==> src/rtl/fft_ram_reader.sv <==
// fft_ram_reader: Avalon-MM read master that drains FFT result words from the
// second RAM port and streams them as signed re/im pairs over valid/ready.
// Reads are throttled by a credit check (inflight + FIFO count < depth), so a
// downstream stall never overflows the FIFO, whatever the RAM latency.
module fft_ram_reader #(
  parameter int READ_LATENCY = 1,
  parameter int FIFO_DEPTH   = 4
) (
  input  logic        clk_clk,
  input  logic        reset_reset,
  input  logic        start,
  input  logic [10:0] base_addr,
  input  logic [11:0] length,
  output logic        busy,
  output logic        done,
  output logic [10:0] mem_address,
  output logic        mem_chipselect,
  output logic        mem_clken,
  output logic        mem_write,
  output logic [31:0] mem_writedata,
  output logic [3:0]  mem_byteenable,
  input  logic [31:0] mem_readdata,
  output logic        out_valid,
  input  logic        out_ready,
  output logic [15:0] out_re,
  output logic [15:0] out_im,
  output logic [10:0] out_index,
  output logic        out_last
);

  localparam int AW = $clog2(FIFO_DEPTH);
  localparam int CW = AW + 1;

  typedef enum logic [1:0] {S_IDLE, S_READ, S_DRAIN, S_DONE} state_t;

  state_t state, state_n;

  logic [10:0] base_q;
  logic [11:0] len_q;
  logic [11:0] issued;
  logic [11:0] out_cnt;
  logic [CW-1:0] inflight;
  logic [CW-1:0] fifo_cnt;
  logic [AW-1:0] wr_ptr, rd_ptr;
  logic [31:0]   fifo_mem [FIFO_DEPTH];
  logic [READ_LATENCY:1] vld_q;
  logic [READ_LATENCY:0] vld_pipe;

  logic accept, strobe, credit_ok, push, pop, head_last;

  // Read returns line up with mem_readdata once the strobe has walked the pipe
  assign vld_pipe  = {vld_q, strobe};
  assign push      = vld_pipe[READ_LATENCY];
  assign pop       = out_valid & out_ready;
  assign accept    = (state == S_IDLE) & start;
  // A same-cycle pop is not credited; this keeps the check purely registered
  assign credit_ok = ({1'b0, inflight} + {1'b0, fifo_cnt}) < (CW+1)'(FIFO_DEPTH);
  assign head_last = (out_cnt == len_q - 12'd1);

  // State register
  always_ff @(posedge clk_clk) begin
    if (reset_reset) state <= S_IDLE;
    else             state <= state_n;
  end

  // Next-state logic
  always_comb begin
    state_n = state;
    case (state)
      S_IDLE:  if (start) state_n = (length == 12'd0) ? S_DONE : S_READ;
      S_READ:  if (strobe && (issued == len_q - 12'd1)) state_n = S_DRAIN;
      S_DRAIN: if (pop && head_last) state_n = S_DONE;
      default: state_n = S_IDLE;
    endcase
  end

  // FSM outputs: status flags and the read strobe
  always_comb begin
    busy   = (state != S_IDLE);
    done   = (state == S_DONE);
    strobe = (state == S_READ) & credit_ok;
  end

  assign mem_chipselect = strobe;
  assign mem_address    = base_q + issued[10:0];
  assign mem_clken      = 1'b1;
  assign mem_write      = 1'b0;
  assign mem_writedata  = 32'd0;
  assign mem_byteenable = 4'hF;

  // Latch the command and track issued / delivered word counts
  always_ff @(posedge clk_clk) begin
    if (reset_reset) begin
      base_q  <= '0;
      len_q   <= '0;
      issued  <= '0;
      out_cnt <= '0;
    end else if (accept) begin
      base_q  <= base_addr;
      len_q   <= length;
      issued  <= '0;
      out_cnt <= '0;
    end else begin
      if (strobe) issued  <= issued + 12'd1;
      if (pop)    out_cnt <= out_cnt + 12'd1;
    end
  end

  // Strobe valid pipe and inflight count; cleared on reset so stale returns drop
  always_ff @(posedge clk_clk) begin
    if (reset_reset) begin
      vld_q    <= '0;
      inflight <= '0;
    end else begin
      vld_q <= vld_pipe[READ_LATENCY-1:0];
      case ({strobe, push})
        2'b10:   inflight <= inflight + 1'b1;
        2'b01:   inflight <= inflight - 1'b1;
        default: inflight <= inflight;
      endcase
    end
  end

  // FIFO pointers and occupancy; push and pop together leave count unchanged
  always_ff @(posedge clk_clk) begin
    if (reset_reset) begin
      wr_ptr   <= '0;
      rd_ptr   <= '0;
      fifo_cnt <= '0;
    end else begin
      if (push) wr_ptr <= wr_ptr + 1'b1;
      if (pop)  rd_ptr <= rd_ptr + 1'b1;
      case ({push, pop})
        2'b10:   fifo_cnt <= fifo_cnt + 1'b1;
        2'b01:   fifo_cnt <= fifo_cnt - 1'b1;
        default: fifo_cnt <= fifo_cnt;
      endcase
    end
  end

  // FIFO storage; contents only matter once the pointers say so
  always_ff @(posedge clk_clk) begin
    if (push) fifo_mem[wr_ptr] <= mem_readdata;
  end

  // Head word is already registered; zero it while empty so idle outputs are clean
  assign out_valid = (fifo_cnt != '0);
  assign out_re    = out_valid ? fifo_mem[rd_ptr][31:16] : 16'd0;
  assign out_im    = out_valid ? fifo_mem[rd_ptr][15:0]  : 16'd0;
  assign out_index = out_cnt[10:0];
  assign out_last  = out_valid & head_last;

endmodule

==> config.mk <==
export PLATFORM = sky130hd
export DESIGN_NAME = fft_ram_reader
export DESIGN_NICKNAME = d
export VERILOG_FILES = /design/src/rtl/fft_ram_reader.sv
export SDC_FILE = /design/constraint.sdc
export NUM_CORES = 1
export LEC_CHECK = 0
export ABC_AREA = 1
export CAP_MARGIN = 10
export CORE_MARGIN = 1.5
export CORE_UTILIZATION = 41
export DETAILED_ROUTE_END_ITERATION = 7
export SLEW_MARGIN = 20
export SYNTH_ARGS = -nofsm -noshare
export SYNTH_HDL_FRONTEND = slang
export SYNTH_SLANG_ARGS = --single-unit
==> constraint.sdc <==
create_clock -name clk_clk -period 5 [get_ports clk_clk]
set_input_delay 1 -clock clk_clk [delete_from_list [all_inputs] [get_ports clk_clk]]
set_output_delay 1 -clock clk_clk [all_outputs]
set_load 0.05 [all_outputs]
==> flow_summary_export.csv <==
group,metric,value,unit
sta,setup-tns-final,0,ns
synthesis,ys_ff_latch,190,
setup_path,crit_top_cell,"nand2_1",
clock_tree,clock_latency,0.43,ns
cells_and_area,drive_above_1_share,7.57,%
clock_tree,clk_path_buf_depth,2,
cells_and_area,fill_cells,2041,
synthesis,synth_cell_types,39,
setup_path,cp.arrival,3.55,ns
cells_and_area,nets,1198,
placed_design,dpl.hpwl,14400,um
routing,route.vias.total,6993,
clock_tree,cts.repair.resized,0,
routing,post_drt_via_cell_ratio,4.98,
setup_path,crit_chain,"ha_1 -> inv_1 -> fa_1 -> o21ai_0 -> nand2_1 -> nand2_1 -> a21oi_1 -> o21ai_0 -> nand2_1 -> nand2_1 -> a21oi_1 -> xor2_1 -> clkdlybuf4s50_1",
synthesis,syn_avg_cell_area,9.22,sq um
clock_tree,cts_root_buf,"clkbuf_16",
synthesis,yosys_warnings,0,
power,ir_worst_vdd,0.306,mV
clock_tree,post-cts-setup-buffers,0,
die,die_h,154,um
die,pin_count,156,
routing,wl_per_cell,15.1,um
grt,grt_max_degree,65,
clock_tree,h-tree-depth,4,
setup_path,start_kind,"flop",
sta,drv_slew,0,
synthesis,syn_inst,1008,
sta,hold_viol,0,
min_path,hp-start,"inflight[2]",
synthesis,seq_area_frac_synth,54.7,%
clock_tree,postCtsHoldBufs,0,
setup_path,slowest_stage,"clkdlybuf4s50_1",
routing,ant_nets,0,
power,clkPwrFrac,24.0,%
power,combPwrFrac,42.9,%
power,p_leak,4.22,nW
die,die_w,154,um
grt,grt.overflow.total,0,
outcome,status,"finished, final reports clean",
routing,first_iter_violations,445,
clock_tree,numCtsBuffers,17,
setup_path,max_stage_delay,0.82,ns
setup_path,cp_top_family,"buffers and inverters",
clock_tree,cts.sinks,190,
power,sequentialPowerShare,33.1,%
setup_path,worstPathRequired,4.00,ns
routing,wirelength,21200,um
setup_path,crit_path_start,"issued[0]",
sta,finClkSkew,0.00692,ns
synthesis,ys_top_cells_by_area,"edfxtp_1 (41%), dfxtp_1 (13%), nor2_1 (7.1%)",
power,p_per_area,523,nW/um^2
placed_design,dpl_worst_slack,0.923,ns
routing,drt_first_pass_iters,5,
die,rows,54,
setup_path,crit_buf_inv,2,
sta,period_share,91.0,%
synthesis,synth_edf_count,128,
synthesis,synthFlopType,"edfxtp_1",
routing,drc_errors,0,
sta,fmax,220,MHz
power,p_switching,0.00251,W
cells_and_area,syn2layout_area_growth,20.3,%
die,floorplan.initialDensity,42.2,%
placed_design,numPortBuffers,117,
sta,tightest_slew,0.982,ns
grt,grt_pass1_wl,34500,um
placed_design,place_congestion,0.879,
clock_tree,tritoncts,"done",
sta,relSlewSlack,34.5,%
sta,setup_viol,0,
power,p_sw_share,43.0,%
min_path,hp-class,"flop to flop",
setup_path,crit_fanout,6,
die,dieArea,23600,sq um
cells_and_area,n_antenna_cell,0,
sta,period_minus_slack,4.55,ns
setup_path,end_kind,"output pin",
grt,antenna_found_initial,0,
power,p_int,0.00333,W
synthesis,async_flop_share,0,%
flow_run,drv_cap,0,
synthesis,synth_largest_area_cell,"edfxtp_1",
grt,grt_usage,18.8,%
synthesis,syn_area,9290,sq um
sta,setup_slack,0.449,ns
grt,first_global_vias,6672,
die,core-area,22000,sq um
setup_path,worstSetupPathType,"flop to output pin",
setup_path,timing.rr.start,"fifo_cnt[1]",
synthesis,synth_top_area_share,41.4,%
clock_tree,clk_pin_slew,0.07,ns
sta,grt_setup_unrepaired,"false",
## layout by cell type, fill, tap and decap left out, types with 2 or more instances in the layout
cell type          n
or2_2              4
fa_1               3
inv_8              6
clkbuf_16         17
edfxtp_1         128
nand2_2            8
nor3b_1            2
clkinv_1           2
nand2_4            4
inv_6              2
o21ai_0          110
nor2_8             2
xor2_1             7
nand3_1           53
ha_1              26
clkinv_8           4
inv_1             79
o21a_1             2
buf_4             11
nand2_1          105
nor3_1            12
nand3_2            4
nor2_4             2
conb_1            38
xnor2_1            7
a21oi_1           87
dfxtp_1           61
nor4_1             8
nor2_1           177
inv_2              5
nand4_1            7
nor2_2             9
clkdlybuf4s50_1  117
## final timing paths
check	to	slack, ns	cells after the start
max	mem_address[10]	0.45	13
min	inflight[2]	0.47	2
max reg2reg	fifo_cnt[2]	2.24	12
min reg2reg	inflight[2]	0.47	2
## worst min-delay path, delay by kind of cell (launching register included)
kind                   cells  cell delay (ns)
DFF                        1             0.32
AOI/OAI and AO/OA          1             0.05
buffers and inverters      1             0.06
## area by class of cell
cell class / count / area [sq um] / area share (%)
clock buffers: 17 / 425 / 3.81
clock inverters: 15 / 204 / 1.82
inverters: 86 / 323 / 2.89
multi-input cells: 687 / 3530 / 31.6
flip-flops and latches: 190 / 5090 / 45.5
well taps: 280 / 350 / 3.13
repair buffers: 128 / 1250 / 11.2
## kinds of logic (layout without fill, tap and decap cells)
kind of cell               after synthesis  in the layout  share of synthesized area [%]
buffers and inverters                  167            246                           8.77
and+or+nand+nor                        402            402                           19.5
AOI/OAI and AO/OA                      203            203                           11.2
xor gates and xnor gates                15             15                           1.56
DFF                                    190            190                           54.7
adders and majority gates               29             29                           4.15
other                                    2             38                         0.0808
## power by group through the flow
stage | registers, W | logic [W] | clock network, W
4_1_cts | 0.00193 | 0.00253 | 0.00143
2_1_floorplan | 0.00194 | 0.00184 | 0
5_1_grt | 0.00196 | 0.00274 | 0.00150
3_5_place_dp | 0.00197 | 0.00252 | 0
3_3_place_gp | 0.00197 | 0.00250 | 0
6_report | 0.00193 | 0.00250 | 0.00140
## per-stage QoR
step | hold WS (ns) | cell area (sq um) | util (%) | total power, W | std cells
floorplan | 0.436 | 9430 | - | 0.00379 | 1044
global placement | 0.456 | 10500 | 47.9 | 0.00447 | 1371
detailed placement | 0.462 | 10500 | 47.9 | 0.00449 | 1371
CTS | 0.474 | 11200 | 50.7 | 0.00589 | 1403
global route | 0.507 | 11200 | 50.7 | 0.00620 | 1403
finish | 0.470 | 11200 | 50.7 | 0.00584 | 1403
## Yosys cell counts, types with 5 or more instances
| cell | number |
|---|---|
| inv_1 | 79 |
| nor2_1 | 177 |
| o21ai_0 | 110 |
| nor4_1 | 8 |
| buf_1 | 5 |
| a21oi_1 | 87 |
| inv_2 | 5 |
| nand2_2 | 8 |
| ha_1 | 26 |
| edfxtp_1 | 128 |
| xor2_1 | 7 |
| nand2_1 | 105 |
| clkbuf_1 | 26 |
| nand4_1 | 7 |
| dfxtp_1 | 62 |
| buf_4 | 50 |
| xnor2_1 | 7 |
| nor3_1 | 12 |
| nor2_2 | 9 |
| nand3_1 | 53 |
## state kept, by name (all words and copies together) (netlist names), 3 cells and up, named ones only
| name | count |
|---|---|
| out_cnt | 12 |
| inflight | 3 |
| base_q | 11 |
| issued | 12 |
| fifo_mem | 128 |
| len_q | 12 |
| fifo_cnt | 3 |
## routing by layer
| layer | GRT usage, % | wire (um) | vias up |
|---|---|---|---|
| met4 | 5.59 | 227 | 0 |
| met2 | 30.6 | 9830 | 211 |
| li1 | - | - | 3533 |
| met3 | 3.86 | 1300 | 19 |
| met5 | 0 | 0 | - |
| met1 | 25.5 | 9870 | 3230 |
Note: power is estimated with default switching activity, not from simulation.
